==> src/rtl/mem_access_master_if.sv <==
// CPU request/response and memory-controller signals for mem_access_master.
// "master" is the view of the access engine itself; "slave" is the view of
// whatever sits around it (CPU pipeline plus memory controller).
interface mem_access_master_if;
   logic        req_valid;
   logic        req_ready;
   logic        req_write;
   logic [1:0]  req_size;
   logic        req_signed;
   logic [31:0] req_addr;
   logic [31:0] req_wdata;
   logic        resp_valid;
   logic [31:0] resp_rdata;
   logic        resp_error;
   logic        mem_read;
   logic        mem_write;
   logic [31:0] mem_addr;
   logic [31:0] mem_wdata;
   logic [31:0] mem_rdata;
   logic        mem_busy;
   logic        mem_error;

   modport master (
      input  req_valid, req_write, req_size, req_signed, req_addr, req_wdata,
      output req_ready, resp_valid, resp_rdata, resp_error,
      output mem_read, mem_write, mem_addr, mem_wdata,
      input  mem_rdata, mem_busy, mem_error
   );

   modport slave (
      output req_valid, req_write, req_size, req_signed, req_addr, req_wdata,
      input  req_ready, resp_valid, resp_rdata, resp_error,
      input  mem_read, mem_write, mem_addr, mem_wdata,
      output mem_rdata, mem_busy, mem_error
   );
endinterface

==> src/rtl/mem_access_master.sv <==
// Load/store initiator: one CPU request at a time, word-aligned strobes to the
// memory controller, sub-word extract on loads, read-modify-write on sub-word
// stores, busy timeout, single-cycle response with data or error.
module mem_access_master #(
   parameter int TIMEOUT_CYCLES = 16,
   parameter int TW             = 5
) (
   input logic                  clk,
   input logic                  rst,
   mem_access_master_if.master  bus
);

   typedef enum logic [2:0] {S_IDLE, S_RD, S_RMW_RD, S_WR, S_RESP, S_ERR} state_t;

   // Last busy count tolerated; one more busy cycle aborts the access.
   localparam logic [TW-1:0] TCNT_LAST = TW'(TIMEOUT_CYCLES - 1);

   state_t        state_reg, state_next;
   logic [31:0]   addr_reg;
   logic [1:0]    size_reg;
   logic          signed_reg;
   logic [31:0]   wdata_reg;
   logic [31:0]   rdata_reg;
   logic [TW-1:0] tcnt_reg;

   logic          accept, misaligned, in_access, done, tmo;
   logic [4:0]    lane_sh;
   logic [7:0]    sel_byte;
   logic [15:0]   sel_half;
   logic [31:0]   load_data;
   logic [31:0]   merged;

   assign accept    = bus.req_valid && (state_reg == S_IDLE);
   assign in_access = (state_reg == S_RD) || (state_reg == S_RMW_RD) || (state_reg == S_WR);
   assign done      = in_access && !bus.mem_busy;
   assign tmo       = in_access && bus.mem_busy && (tcnt_reg == TCNT_LAST);

   // Illegal size or alignment is rejected before any bus strobe is raised.
   assign misaligned = (bus.req_size == 2'b11) ||
                       ((bus.req_size == 2'b01) && bus.req_addr[0]) ||
                       ((bus.req_size == 2'b10) && (bus.req_addr[1:0] != 2'b00));

   // Lane selection from the latched byte address (little-endian).
   assign lane_sh  = {addr_reg[1:0], 3'b000};
   assign sel_byte = bus.mem_rdata[lane_sh +: 8];
   assign sel_half = bus.mem_rdata[{addr_reg[1], 4'b0000} +: 16];

   // Right-align and zero/sign-extend the loaded value.
   always_comb begin
      load_data = bus.mem_rdata;
      case (size_reg)
         2'b00:   load_data = {{24{signed_reg & sel_byte[7]}}, sel_byte};
         2'b01:   load_data = {{16{signed_reg & sel_half[15]}}, sel_half};
         default: load_data = bus.mem_rdata;
      endcase
   end

   // Store merge: each byte lane takes either the new store byte or the old word.
   generate
      for (genvar gi = 0; gi < 4; gi++) begin : g_merge
         logic lane_hit;
         assign lane_hit = (size_reg == 2'b00) ? (addr_reg[1:0] == 2'(gi))
                                               : (addr_reg[1] == gi[1]);
         assign merged[8*gi +: 8] = !lane_hit ? bus.mem_rdata[8*gi +: 8]
                                  : ((size_reg == 2'b01) && gi[0]) ? wdata_reg[15:8]
                                  : wdata_reg[7:0];
      end
   endgenerate

   // State register.
   always_ff @(posedge clk or negedge rst) begin
      if (!rst) state_reg <= S_IDLE;
      else      state_reg <= state_next;
   end

   // Next-state: dispatch on accept, finish on first non-busy edge, abort on timeout.
   always_comb begin
      state_next = state_reg;
      case (state_reg)
         S_IDLE: begin
            if (bus.req_valid) begin
               if (misaligned)                 state_next = S_ERR;
               else if (!bus.req_write)        state_next = S_RD;
               else if (bus.req_size == 2'b10) state_next = S_WR;
               else                            state_next = S_RMW_RD;
            end
         end
         S_RD: begin
            if (done)     state_next = bus.mem_error ? S_ERR : S_RESP;
            else if (tmo) state_next = S_ERR;
         end
         S_RMW_RD: begin
            if (done)     state_next = bus.mem_error ? S_ERR : S_WR;
            else if (tmo) state_next = S_ERR;
         end
         S_WR: begin
            if (done)     state_next = bus.mem_error ? S_ERR : S_RESP;
            else if (tmo) state_next = S_ERR;
         end
         default: state_next = S_IDLE;
      endcase
   end

   // Request latch, load result capture, RMW merge capture and busy counter.
   always_ff @(posedge clk or negedge rst) begin
      if (!rst) begin
         addr_reg   <= '0;
         size_reg   <= '0;
         signed_reg <= 1'b0;
         wdata_reg  <= '0;
         rdata_reg  <= '0;
         tcnt_reg   <= '0;
      end else begin
         if (accept) begin
            addr_reg   <= bus.req_addr;
            size_reg   <= bus.req_size;
            signed_reg <= bus.req_signed;
            wdata_reg  <= bus.req_wdata;
            rdata_reg  <= '0;
         end
         if ((state_reg == S_RD) && done && !bus.mem_error)
            rdata_reg <= load_data;
         if ((state_reg == S_RMW_RD) && done && !bus.mem_error)
            wdata_reg <= merged;
         if (state_next != state_reg)
            tcnt_reg <= '0;
         else if (in_access && bus.mem_busy)
            tcnt_reg <= tcnt_reg + TW'(1);
      end
   end

   // Outputs decoded from state; everything idles at zero outside its state.
   always_comb begin
      bus.req_ready  = (state_reg == S_IDLE);
      bus.mem_read   = (state_reg == S_RD) || (state_reg == S_RMW_RD);
      bus.mem_write  = (state_reg == S_WR);
      bus.mem_addr   = in_access ? {addr_reg[31:2], 2'b00} : 32'h0;
      bus.mem_wdata  = (state_reg == S_WR) ? wdata_reg : 32'h0;
      bus.resp_valid = (state_reg == S_RESP) || (state_reg == S_ERR);
      bus.resp_error = (state_reg == S_ERR);
      bus.resp_rdata = (state_reg == S_RESP) ? rdata_reg : 32'h0;
   end

endmodule

==> src/flat_wrapper.sv <==
// flat-port wrapper written by rule: the top's interface ports become plain ports
module mem_access_master_flat 
#(
   parameter int TIMEOUT_CYCLES = 16,
   parameter int TW             = 5
)
  (clk, rst, bus_req_valid, bus_req_write, bus_req_size, bus_req_signed, bus_req_addr, bus_req_wdata, bus_req_ready, bus_resp_valid, bus_resp_rdata, bus_resp_error, bus_mem_read, bus_mem_write, bus_mem_addr, bus_mem_wdata, bus_mem_rdata, bus_mem_busy, bus_mem_error);
  mem_access_master_if bus_i ();
  input logic clk;
  input logic rst;
  input wire logic [$bits(bus_i.req_valid)-1:0] bus_req_valid;
  input wire logic [$bits(bus_i.req_write)-1:0] bus_req_write;
  input wire logic [$bits(bus_i.req_size)-1:0] bus_req_size;
  input wire logic [$bits(bus_i.req_signed)-1:0] bus_req_signed;
  input wire logic [$bits(bus_i.req_addr)-1:0] bus_req_addr;
  input wire logic [$bits(bus_i.req_wdata)-1:0] bus_req_wdata;
  output wire logic [$bits(bus_i.req_ready)-1:0] bus_req_ready;
  output wire logic [$bits(bus_i.resp_valid)-1:0] bus_resp_valid;
  output wire logic [$bits(bus_i.resp_rdata)-1:0] bus_resp_rdata;
  output wire logic [$bits(bus_i.resp_error)-1:0] bus_resp_error;
  output wire logic [$bits(bus_i.mem_read)-1:0] bus_mem_read;
  output wire logic [$bits(bus_i.mem_write)-1:0] bus_mem_write;
  output wire logic [$bits(bus_i.mem_addr)-1:0] bus_mem_addr;
  output wire logic [$bits(bus_i.mem_wdata)-1:0] bus_mem_wdata;
  input wire logic [$bits(bus_i.mem_rdata)-1:0] bus_mem_rdata;
  input wire logic [$bits(bus_i.mem_busy)-1:0] bus_mem_busy;
  input wire logic [$bits(bus_i.mem_error)-1:0] bus_mem_error;
  assign bus_i.req_valid = bus_req_valid;
  assign bus_i.req_write = bus_req_write;
  assign bus_i.req_size = bus_req_size;
  assign bus_i.req_signed = bus_req_signed;
  assign bus_i.req_addr = bus_req_addr;
  assign bus_i.req_wdata = bus_req_wdata;
  assign bus_req_ready = bus_i.req_ready;
  assign bus_resp_valid = bus_i.resp_valid;
  assign bus_resp_rdata = bus_i.resp_rdata;
  assign bus_resp_error = bus_i.resp_error;
  assign bus_mem_read = bus_i.mem_read;
  assign bus_mem_write = bus_i.mem_write;
  assign bus_mem_addr = bus_i.mem_addr;
  assign bus_mem_wdata = bus_i.mem_wdata;
  assign bus_i.mem_rdata = bus_mem_rdata;
  assign bus_i.mem_busy = bus_mem_busy;
  assign bus_i.mem_error = bus_mem_error;
  mem_access_master #(.TIMEOUT_CYCLES(TIMEOUT_CYCLES), .TW(TW)) u_core (.clk(clk), .rst(rst), .bus(bus_i));
endmodule
==> config.mk <==
export PLATFORM = sky130hd
export DESIGN_NAME = mem_access_master_flat
export DESIGN_NICKNAME = d
export VERILOG_FILES = /design/src/rtl/mem_access_master_if.sv /design/src/rtl/mem_access_master.sv /design/src/flat_wrapper.sv
export SDC_FILE = /design/constraint.sdc
export NUM_CORES = 1
export LEC_CHECK = 0
export BUFFER_PORTS_ARGS = -buffer_cell sky130_fd_sc_hd__buf_4
export CAP_MARGIN = 20
export CELL_PAD_IN_SITES_DETAIL_PLACEMENT = 0
export CELL_PAD_IN_SITES_GLOBAL_PLACEMENT = 2
export CORE_MARGIN = 3
export CORE_UTILIZATION = 30
export DETAILED_ROUTE_END_ITERATION = 8
export PLACE_DENSITY_LB_ADDON = 0.1
export SETUP_SLACK_MARGIN = 0.05
export SLEW_MARGIN = 10
export SYNTH_ARGS = -nofsm -noshare
export SYNTH_HDL_FRONTEND = slang
export SYNTH_SLANG_ARGS = --single-unit
==> constraint.sdc <==
create_clock -name clk -period 2.21 [get_ports clk]
set_input_delay 0.221 -clock clk [delete_from_list [all_inputs] [get_ports clk]]
set_output_delay 0.221 -clock clk [all_outputs]
set_load 0.02 [all_outputs]
## After elaboration in Yosys (flattened, before gate mapping)

Cells that the tools add are included.

| operators by class | value |
|---|---|
| $add $sub $neg | 1 |
| reductions and logical operators | 26 |
| shift operators | 2 |
| equality and inequality tests | 15 |
| bitwise gates (word level) | 3 |
| muxes and demuxes | 29 |

Operators by type and width:

| cell | number |
|---|---|
| $mux 32 | 7 |
| $pmux 32 s2 | 1 |
| $mux 8 | 5 |
| $shiftx 32x6->16 | 1 |
| $shiftx 32x6->8 | 1 |
| $mux 3 | 7 |
| $logic_and 1x1->1 | 10 |
| $mux 5 | 2 |
| $pmux 3 s3 | 1 |
| $eq 2x2->1 const B | 4 |
| $reduce_bool 2->1 | 4 |
| $eq 2x1->1 const B | 3 |
| $eq 3x2->1 const B | 2 |
| $eq 3x3->1 const B | 2 |
| $mux 1 | 6 |
| $add 5x1->5 const B | 1 |
| $eq 5x4->1 const B | 1 |
| $logic_or 1x1->1 | 5 |
| $logic_not 2->1 | 2 |
| $eq 3x1->1 const B | 1 |
| $logic_not 3->1 | 1 |
| $ne 3x3->1 | 1 |
| $and 1x1->1 | 2 |
| $logic_not 1->1 | 2 |
| other kinds (4) | 4 |

| storage, ports and cells | value |
|---|---|
| output and inout port bits | 101 |
| register bits after elaboration | 107 |
| logic and storage cells | 84 |
| bits of input ports | 105 |

## Longest topological paths before layout

Gate-level depths: netlist (run 1).

| logic depth | value |
|---|---|
| depth in word-level cells | 10 |
| mapped depth | 7 |
| gate-level depth less buffers | 7 |

## Worst setup path after synthesis (run 1)

OpenSTA, ideal clock, no wires.

| timing path | value |
|---|---|
| kind | register to register |
| from | reg u_core.state_reg[0] |
| to | reg u_core.addr_reg[14] |
| buffers on the path | 2 |
| clock period less this slack | 1.945 ns |
| cell stages (with the launch flop) | 7 |
| setup slack | 0.265 ns |
| library setup time | 0.117 ns |
| arrival time | 1.827 ns |
| data required time | 2.093 ns |
| cells stage by stage | dfrtp_1 clkbuf_1 nor3_1 nand2_1 clkbuf_1 nand2_1 nand2_1 |

| between the ends | value |
|---|---|
| cells in the longest elaborated chain, start to end | 2 |

RTL lines:

| element | RTL line | source |
|---|---|---|
| start: declaration | mem_access_master.sv:18 | `state_t state_reg, state_next;` |
| start signal: assignment | mem_access_master.sv:73 | `else state_reg <= state_next;` |
| $logic_not 3->1 | -- |  |
| named net bus_req_ready | flat_wrapper.sv:17 | `output wire logic [$bits(bus_i.req_ready)-1:0] bus_req_ready;` |
| $logic_and 1x1->1 | mem_access_master.sv:33 | `assign accept = bus.req_valid && (state_reg == S_IDLE);` |
| end signal: assignment | mem_access_master.sv:115 | `addr_reg <= bus.req_addr;` |
| end: declaration | mem_access_master.sv:19 | `logic [31:0] addr_reg;` |

The timed path passes the listed nets, and every way through them passes these cells.
A chain may end at the register's enable or synchronous reset.

## Final worst setup path (run 1)

| timing path | value |
|---|---|
| from | reg u_core.state_reg[1] |
| to | out bus_resp_rdata[15] |

| between the ends | value |
|---|---|
| cells in the longest elaborated chain, start to end | 2 |

RTL lines:

| element | RTL line | source |
|---|---|---|
| $eq 3x3->1 | mem_access_master.sv:141 | `bus.resp_rdata = (state_reg == S_RESP) ? rdata_reg : 32'h0;` |
| $mux 32 | mem_access_master.sv:141 |  |
| end: declaration | flat_wrapper.sv:19 | `output wire logic [$bits(bus_i.resp_rdata)-1:0] bus_resp_rdata;` |

Every way passes these cells.

==> impl_results.md, run 1 <==
- Root Buffer: clkbuf_16
- Main synth FF type: dfrtp_1
- Clock transition at path regs: 70 ps
- Final Setup Violations: 0
- Clock skew: 10.57 ps
- Syn_area_per_cell: 9.669 um^2
- Synth Register Bits: roughly 110
- Critical Path Start: u_core.state_reg[1]
- Clock Tree Buf Depth: 2
- Post-Synthesis Cells: 614
- Remaining global-route overflow: 0
- Cell area after synthesis: 5937 um^2
- Core Region: around 19000 um^2
- Fmax achieved: just under 500 MHz
- Slew HR: around 55%
- Fillers: 1942
- Setup crit end kind: primary output
- Syn. warnings: 0
- Die footprint: 21510 um^2
- Outcome: completed
- CTS Buf Count: 9
- Area contributors post-synth: dfrtp_1 (45%), and2_1 (10%), nand2_1 (7.5%)
- Pwr per Cell Area: 1178 nW/um^2
- Endpoints failing hold: 0
- Antenna cells: 0
- Pre-CTS setup slack: 140.1 ps
- Worst path required time: 1990 ps
- Register area share after synthesis: 45.10%
- Chip height: 146.7 um
- RSZ-0062 raised after global routing: true
- Initial core utilization: between 30% and 40%
- Ratio of cells with drive above 1 in the final layout: ~36%
- Beginning of the worst register-to-register path: u_core.addr_reg[1]
- Worst hold-check path type: in -> reg
- Nets@finish: 917
- Commonest non-fill, non-tap cell in the layout: buf_4
- First-pass GRT wire length: 31220 um
- Worst-Skew Late Latency: ~350 ps
- Arrival time worst endpoint: 1820 ps
- # DRC: 0
- Maximum VDD drop: 0.0005423 V
- Async SR Flop Fraction: between 90% and 100%
- Final Cycle Share: 92.46%
- Initial antenna violation count: 0
- DIE WIDTH: about 150 um
- Final Max Tran Viols: 0
- Synth-to-layout area growth: 37.60%
- Critical path peak fanout: 16
- WL final: 20240 um
- Ports: 206
- Startpoint Class: register
- Worst slew pin tran: around 670 ps
- Tmin final: about 2000 ps
- Pin count of the biggest net entering global routing: 108
- Port Buffer Count: approximately 200
- CTS tree: built
- Max cap viols: 0
- TritonRoute pass-1 iters: 4
- Routability cong.: 0.8576
- Iter 0 DRT Violations: 298
- Top cell type by total area after synthesis: dfrtp_1
- Hold_sp: bus_req_addr[19]
- Routed WL per cell: ~19 um
- Unique masters post-synth: 56
- Routed vias: 5329
- Setup slack after layout: 166.5 ps
- Commonest non-fill, non-tap cells in the layout: buf_4 (226), nand2_1 (119), dfrtp_1 (104)
- Yosys top cell area share: 45.10%
- Setup CP Type: reg -> out
- DP HPWL: 14670 um
- Rows: 50
- Leakage: between 4 and 5 nW
- Clock sinks: about 110
- Post-synth EDFFs: 0
- Total track usage: 18.33%
- H-tree depth: 3
- Post-DRT Antenna Nets: 0
- Vias in the first global route: 5617
- Sum Neg Setup Slack: 0 ps
- Via density: between 4 and 5
## synth_stat cells (10+ instances only)
master	instances
dfrtp_1	107
mux2i_1	18
and2_1	96
inv_1	14
a211oi_1	16
clkbuf_1	29
mux2_2	22
o21ai_0	14
a221o_1	32
a221oi_1	10
a21o_1	10
nor2_1	19
nand2_1	119
## power breakdown
part	leakage, nW	internal [mW]	switching, mW
Sequential	1.37	2.81	0.626
Clock	0.141	0.911	0.763
Combinational	2.59	2.01	2.50
## path summary, 6_finish.rpt
path / to / slack, ps / cells past startpoint
worst max-delay path: bus_resp_rdata[15] / 170 / 6
worst min-delay path: u_core.addr_reg[19] / 50 / 3
worst max register to register: u_core.rdata_reg[24] / 220 / 5
worst min register to register: u_core.addr_reg[4] / 470 / 2
max in group asynchronous: u_core.state_reg[0] / 1210 / 3
min in group asynchronous: u_core.wdata_reg[29] / 490 / 3
## critical path: stages, from the launching register on
cell     delay, ps
dfrtp_2        440
buf_4          170
nor2b_2        150
nor2b_4        240
buf_6          190
and2_1         140
buf_4          130
## through the flow
stage                     power [mW]  utilization, %  std cells  hold slack, ps  instance area, um^2
after floorplan                6.233               -        615          -74.59                 5941
after global placement         7.851           40.89       1056           345.3                 7801
after detailed placement       7.938           40.89       1056           353.6                 7801
after CTS                      9.658           42.52       1072           38.90                 8114
after global routing           10.31           42.81       1074           51.59                 8169
final                          9.620           42.81       1074           54.69                 8169
## cell type report
type / count / area (um^2) / area share [%]
clock buffers: 10 / 239.0 / 2.925
clock inverters: 5 / 62.56 / 0.7658
inverters: 14 / 52.55 / 0.6433
multi-input cells: 445 / 3004 / 36.77
flip-flops and latches: 107 / 2681 / 32.82
well taps: 260 / 325.3 / 3.982
repair buffers: 233 / 1804 / 22.09
## kinds of logic after synthesis
logic type / Yosys count / share of synthesized area (%)
multiplexers: 44 / 8.029
flip-flops: 107 / 45.10
other: 1 / 0.06316
adder cells (fa/ha/maj): 2 / 0.4214
AO/OA/AOI/OAI: 129 / 18.38
buffers and inverters: 63 / 4.720
AND/OR/NAND/NOR: 264 / 22.70
XOR/XNOR: 4 / 0.5902
## per-layer routing
layer / GRT usage [%] / up-vias / wire, um
met5: 0 / - / 0
met4: 5.974 / 0 / 431
met3: 3.849 / 24 / 1281
met2: 31.23 / 180 / 9766
met1: 23.23 / 2588 / 8761
li1: - / 2537 / -
## repair_timing
item	in CTS	in global routing
setup endpoints to repair	27	76
hold buffers	1	0
endpoints found under the hold margin	97	0
setup buffers	0	1
pin swaps	0	1
gates resized for setup	1	11
gates cloned	0	1
Note: power is estimated with default switching activity, not from simulation.
==> run 2, diff against run 1 <==
==> constraint.sdc (replaced) <==
create_clock -name clk -period 2.21 [get_ports clk]
set_input_delay 0.3315 -clock clk [delete_from_list [all_inputs] [get_ports clk]]
set_output_delay 0.3315 -clock clk [all_outputs]
set_load 0.02 [all_outputs]
==> impl_results.md, run 2 (synthesized netlist as in run 1, its figures left out) <==
- Outcome: completed
- Antenna cells: 0 (unchanged)
- Iter 0 DRT Violations: 321 (+7.7%)
- Tmin final: 2098 ps (+54.67 ps)
- Layout Utilization: 43.51% (+0.70 points)
- Critical-path cell list: buf_4, o21ba_4, and2_1, buf_4
- Sw Pwr: 3.901 mW (+0.30%)
- Fillers: 1915 (-1.4%)
- Max cap viols: 0 (unchanged)
- Critical Path Start: u_core.state_reg[0]
- Via density: 4.994 (+0.64%)
- Port Buffer Count: 203 (unchanged)
- Core Region: 19080 um^2 (unchanged)
- Initial core utilization: 31.11% (unchanged)
- Beginning of the worst register-to-register path: u_core.state_reg[2]
- H-tree depth: 3 (unchanged)
- Final non-filler cell area: 8302 um^2 (+1.6%)
- Die footprint: 21510 um^2 (unchanged)
- R2R Path End: u_core.wdata_reg[6]
- Ports: 206 (unchanged)
- Worst-Skew Late Latency: 360 ps (about the same)
- WL final: 20410 um (+0.82%)
- Remaining global-route overflow: 0 (unchanged)
- Critical path peak fanout: 37 (+21)
- CTS tree: built
- Slew HR: 51.12% (-3.7 points)
- Leakage: 4.171 nW (+1.8%)
- CTS Buf Count: 9 (unchanged)
- Ratio of cells with drive above 1 in the final layout: 37.03% (+0.54 points)
- Slowest-stage cell, CP: dfrtp_2
- Maximum VDD drop: 0.0005926 V (+9.3%)
- Worst path required time: 1880 ps (-110 ps)
- RSZ-0062 raised after global routing: true
- # DRC: 0 (unchanged)
- Comb power frac: 45.7% (-1.2 points)
- TritonRoute pass-1 iters: 6 (+2)
- Commonest non-fill, non-tap cell in the layout: buf_4
- DP HPWL: 15070 um (+2.7%)
- Pwr per Cell Area: 1208 nW/um^2 (+2.6%)
- First-pass GRT wire length: 31410 um (+0.62%)
- Routed WL per cell: 18.88 um (+0.17%)
- Sum Neg Setup Slack: 0 ps (unchanged)
- Setup crit end kind: primary output
- Clock Tree Buf Depth: 2 (unchanged)
- Flop2flop setup slack: 160 ps (-60 ps)
- Total track usage: 18.52% (+0.19 points)
- Chip height: 146.7 um (unchanged)
- DIE WIDTH: 146.7 um (unchanged)
- Sw frac: 38.89% (-1.5 points)
- Clock skew: 6.095 ps (-4.478 ps)
- Post-DRT Antenna Nets: 0 (unchanged)
- Worst slew pin tran: 730.5 ps (+55.96 ps)
- Hold WS: 161.0 ps (+106.3 ps)
- Pin count of the biggest net entering global routing: 53 (-51%)
- Commonest non-fill, non-tap cells in the layout: buf_4 (233), nand2_1 (119), dfrtp_1 (104)
- Synth-to-layout area growth: 39.83%
- Setup CP Type: reg -> out
- Routed vias: 5398 (+1.3%)
- Crit path largest cell delay: 460 ps (+20 ps)
- Rows: 50 (unchanged)
- FF/Latch Area: 2681 um^2 (unchanged)
- Critical Path End: bus_mem_addr[30]
- Final Cycle Share: 94.94% (+2.5 points)
- Startpoint Class: register
- Clock power frac: 20.2% (+2.8 points)
- Most Frequent Cell on Critical Path: buf_4
- Arrival time worst endpoint: 1770 ps (-50 ps)
- Routability cong.: 0.8574 (about the same)
- Endpoints failing hold: 0 (unchanged)
- Final Max Tran Viols: 0 (unchanged)
- Clock transition at path regs: 70 ps (about the same)
- Clock sinks: 107 (unchanged)
- Initial antenna violation count: 0 (unchanged)
- Root Buffer: clkbuf_16
- Vias in the first global route: 5628 (+0.20%)
- Multi-input gate area: 3029 um^2 (+0.83%)
- Nets@finish: 923 (+0.65%)
- Fmax achieved: 476.6 MHz (-2.6%)
- Int Power: 6.130 mW (+7.0%)
- Final Setup Violations: 0 (unchanged)
- Worst hold-check path type: in -> reg
- R2r worst-path depth: 5 (unchanged)
- Seq pwr share: 34.1% (-1.6 points)
- Placed Instance Area: 7804 um^2 (about the same)
[run 2: how the worst min path moves through the flow]
stage,startpoint,end,slack (ps),cells past startpoint
floorplan,rst,u_core.addr_reg[0],40,0
global placement,rst,u_core.wdata_reg[29],220,1
detailed placement,rst,u_core.wdata_reg[29],220,1
CTS,bus_req_addr[29],u_core.addr_reg[29],150,3
global route,bus_req_addr[4],u_core.addr_reg[4],150,3
finish,bus_req_addr[3],u_core.addr_reg[3],160,3
[run 2: power by group through the flow]
stage	combinational (mW)	sequential, mW	clock (mW)
4_1_cts	4.57	3.41	2.07
6_report	4.59	3.42	2.02
3_5_place_dp	4.49	3.43	0
3_3_place_gp	4.41	3.41	0
2_1_floorplan	3.08	3.16	0
5_1_grt	5.03	3.54	2.16
[run 2: per-stage QoR]
step           instances  power [mW]  worst slack (ps)
6_report            1081       10.03             111.9
3_3_place_gp        1058       7.815             234.0
2_1_floorplan        615       6.233             181.5
4_1_cts             1077       10.04             45.61
5_1_grt             1081       10.74             5.332
3_5_place_dp        1058       7.923             136.7
[run 2: final cells by class]
class,count,area share (%)
clock buffer,12,3.090
multi-input combinational,445,36.49
tap,260,3.919
inverter,14,0.6330
sequential,107,32.30
clock inverter,4,1.447
timing repair buffer,239,22.13
[run 2: routing by layer]
layer  vias to the layer above  part of all wire, %  track usage, %  routed length, um
met2                       198                   48           30.44               9749
met5                         -                    0               0                  0
met3                        25                  6.2           4.593               1257
met4                         0                  1.7           5.503                345
li1                       2551                    -               -                  -
met1                      2624                   44           24.19               9053
[run 2: critical path, delay by kind of cell (launching register included)]
family / cells / cell delay, ps
compound gates: 1 / 400
buf+inv: 2 / 330
simple gates: 1 / 210
flops: 1 / 460
[run 2: repair_timing]
action	CTS	global route
pin swaps	0	1
hold endpoints to repair	15	0
resized for setup	6	10
setup endpoints to repair	87	113
hold buffers	1	0
gates cloned	0	1
setup buffers	2	3
==> run 3, diff against run 2 <==
- REMOVE_ABC_BUFFERS: not set -> 1
==> impl_results.md, run 3 (synthesized netlist as in run 1, its figures left out) <==
- Outcome: finished with violations
- Failing checks: hold timing
- Crit path max-delay family: buffers and inverters
- Final Max Tran Viols: 0 (unchanged)
- Met1 GRT Util: 26.48% (+2.3 points)
- Worst-Skew Late Latency: 360 ps (about the same)
- Post-DRT Antenna Nets: 0 (unchanged)
- Pwr Total: 9.987 mW (-0.45%)
- Setup CP Type: reg -> out
- Fmax achieved: 464.2 MHz (-2.6%)
- Placed cells: 1059 (+0.095%)
- Remaining global-route overflow: 0 (unchanged)
- Routed vias: 5379 (-0.35%)
- Flop2flop setup slack: 150 ps (about the same)
- Die footprint: 21510 um^2 (unchanged)
- GR Util met3: 3.880% (-0.71 points)
- Iter 0 DRT Violations: 285 (-11%)
- Commonest non-fill, non-tap cells in the layout: buf_4 (224), nand2_1 (119), dfrtp_1 (104)
- Total track usage: 18.66% (+0.14 points)
- Worst hold-check path type: in -> async
- Chip height: 146.7 um (unchanged)
- Leakage: 4.248 nW (+1.9%)
- Buffers and inverters on the worst path: 4 (+2)
- Met2 layer usage reported by global route: 29.41% (-1.0 points)
- Nets@finish: 934 (+1.2%)
- Critical-path cell list: buf_6, nor2b_4, nor2b_4, buf_4, clkbuf_16, and2_1, buf_4
- Port Buffer Count: 203 (unchanged)
- H-tree depth: 3 (unchanged)
- Worst path required time: 1880 ps (about the same)
- Clock sinks: 107 (unchanged)
- CTS Buf Count: 9 (unchanged)
- DP HPWL: 14940 um (-0.86%)
- Synth-to-layout area growth: 42.66%
- Clock transition at path regs: 80 ps (about the same)
- Max cap viols: 0 (unchanged)
- Critical path peak fanout: 8 (-78%)
- Tmin final: 2154 ps (+56.27 ps)
- Via density: 4.926 (-1.4%)
- Worst slew pin tran: 612.8 ps (-117.7 ps)
- Final Cycle Share: 97.48% (+2.5 points)
- Antenna cells: 0 (unchanged)
- Clock Tree Buf Depth: 2 (unchanged)
- Root Buffer: clkbuf_16
- Initial antenna violation count: 0 (unchanged)
- Cts hold-fix bufs: 0 (-1)
- Hold WS: -18.35 ps (-179.4 ps)
- Ports: 206 (unchanged)
- Crit path largest cell delay: 410 ps (-50 ps)
- Rows: 50 (unchanged)
- # DRC: 0 (unchanged)
- GR peak layer: met2
- Clock skew: 8.947 ps (+2.851 ps)
- Ratio of cells with drive above 1 in the final layout: 39.90% (+2.9 points)
- TritonRoute pass-1 iters: 5 (-1)
- Final Setup Violations: 0 (unchanged)
- WL final: 20890 um (+2.4%)
- Setup crit end kind: primary output
- Pwr per Cell Area: 1179 nW/um^2 (-2.4%)
- Routability cong.: 0.8355 (-2.6%)
- First-pass GRT wire length: 31620 um (+0.66%)
- Arrival time worst endpoint: 1820 ps (+50 ps)
- Routed WL per cell: 19.13 um (+1.3%)
- Slew HR: 59.15% (+8.0 points)
- Initial core utilization: 31.11% (unchanged)
- Non-Filler Instances: 1092 (+1.0%)
- R2R Path End: u_core.rdata_reg[25]
- Pin count of the biggest net entering global routing: 47 (-11%)
- Beginning of the worst register-to-register path: u_core.addr_reg[0]
- Startpoint Class: register
- Slowest-stage cell, CP: dfrtp_2
- CTS tree: built
- R2r worst-path depth: 5 (unchanged)
- Endpoints failing hold: 23 (+23)
- Commonest non-fill, non-tap cell in the layout: buf_4
- RSZ-0062 raised after global routing: true
- Vias in the first global route: 5408 (-3.9%)
- DIE WIDTH: 146.7 um (unchanged)
- Core Region: 19080 um^2 (unchanged)
- Maximum VDD drop: 0.0004760 V (-20%)
[run 3: changes by cell type in the layout (fill, tap and decap cells not counted), sizes merged, moves of 2 or more]
cell / previous run / this run
buf: 238 / 247
clkbuf: 12 / 10
clkinv: 0 / 4
bufinv: 4 / 1
[run 3: what timing repair did]
| item | in CTS | in global routing |
|---|---|---|
| setup endpoints to repair | 62 | 78 |
| cloned | 2 | 2 |
| resized for setup | 29 | 21 |
| pin swaps | 0 | 8 |
| buffers inserted | 6 | 8 |
[run 3: metrics by stage]
stage / util (%) / setup slack [ps] / cell area (um^2) / TNS (ps)
after floorplan: - / -5932 / 5713 / -477550
after global placement: 41.00 / 239.3 / 7824 / 0
after detailed placement: 41.00 / 141.4 / 7824 / 0
after CTS: 43.52 / 35.19 / 8304 / 0
after global routing: 44.39 / -30.04 / 8469 / -299.1
final: 44.39 / 55.60 / 8469 / 0
[run 3: routing by layer]
| metal | wire, um | vias to the layer above | share of wire [%] |
|---|---|---|---|
| met3 | 1100 | 13 | 5.3 |
| met1 | 9970 | 2621 | 48 |
| li1 | - | 2578 | - |
| met2 | 9595 | 167 | 46 |
| met5 | 0 | - | 0 |
| met4 | 224 | 0 | 1.1 |
[run 3: worst max path at each step]
stage | to | cells after the start | slack (ps) | start
after floorplan | u_core.rdata_reg[16] | 3 | -5930 | u_core.state_reg[1]
after CTS | bus_resp_rdata[26] | 6 | 40 | u_core.state_reg[1]
after detailed placement | u_core.rdata_reg[25] | 4 | 140 | u_core.state_reg[2]
after global routing | bus_resp_rdata[30] | 7 | -30 | u_core.state_reg[1]
after global placement | u_core.rdata_reg[18] | 4 | 240 | u_core.state_reg[2]
final | bus_resp_rdata[10] | 7 | 60 | u_core.state_reg[1]
[run 3: area by class of cell]
| type | count | area, um^2 |
|---|---|---|
| clock inverter | 7 | 77.57 |
| clock buffer | 9 | 225.2 |
| inverter | 14 | 52.55 |
| timing repair buffer | 249 | 2033 |
| sequential | 107 | 2681 |
| fill | 1851 | 10610 |
| multi-input combinational | 446 | 3074 |
| tap | 260 | 325.3 |
[run 3: worst register-to-register path, cell delays in order (launching register included)]
cell and delay, ps:
dfrtp_1 590, mux2_2 420, a222oi_1 390, nor4_4 90
buf_12 170, a221o_1 280
[run 3: power by group]
part	total (mW)	switching [mW]	internal, mW
logic	4.90	2.65	2.26
clock network	1.67	0.784	0.888
registers	3.41	0.599	2.81
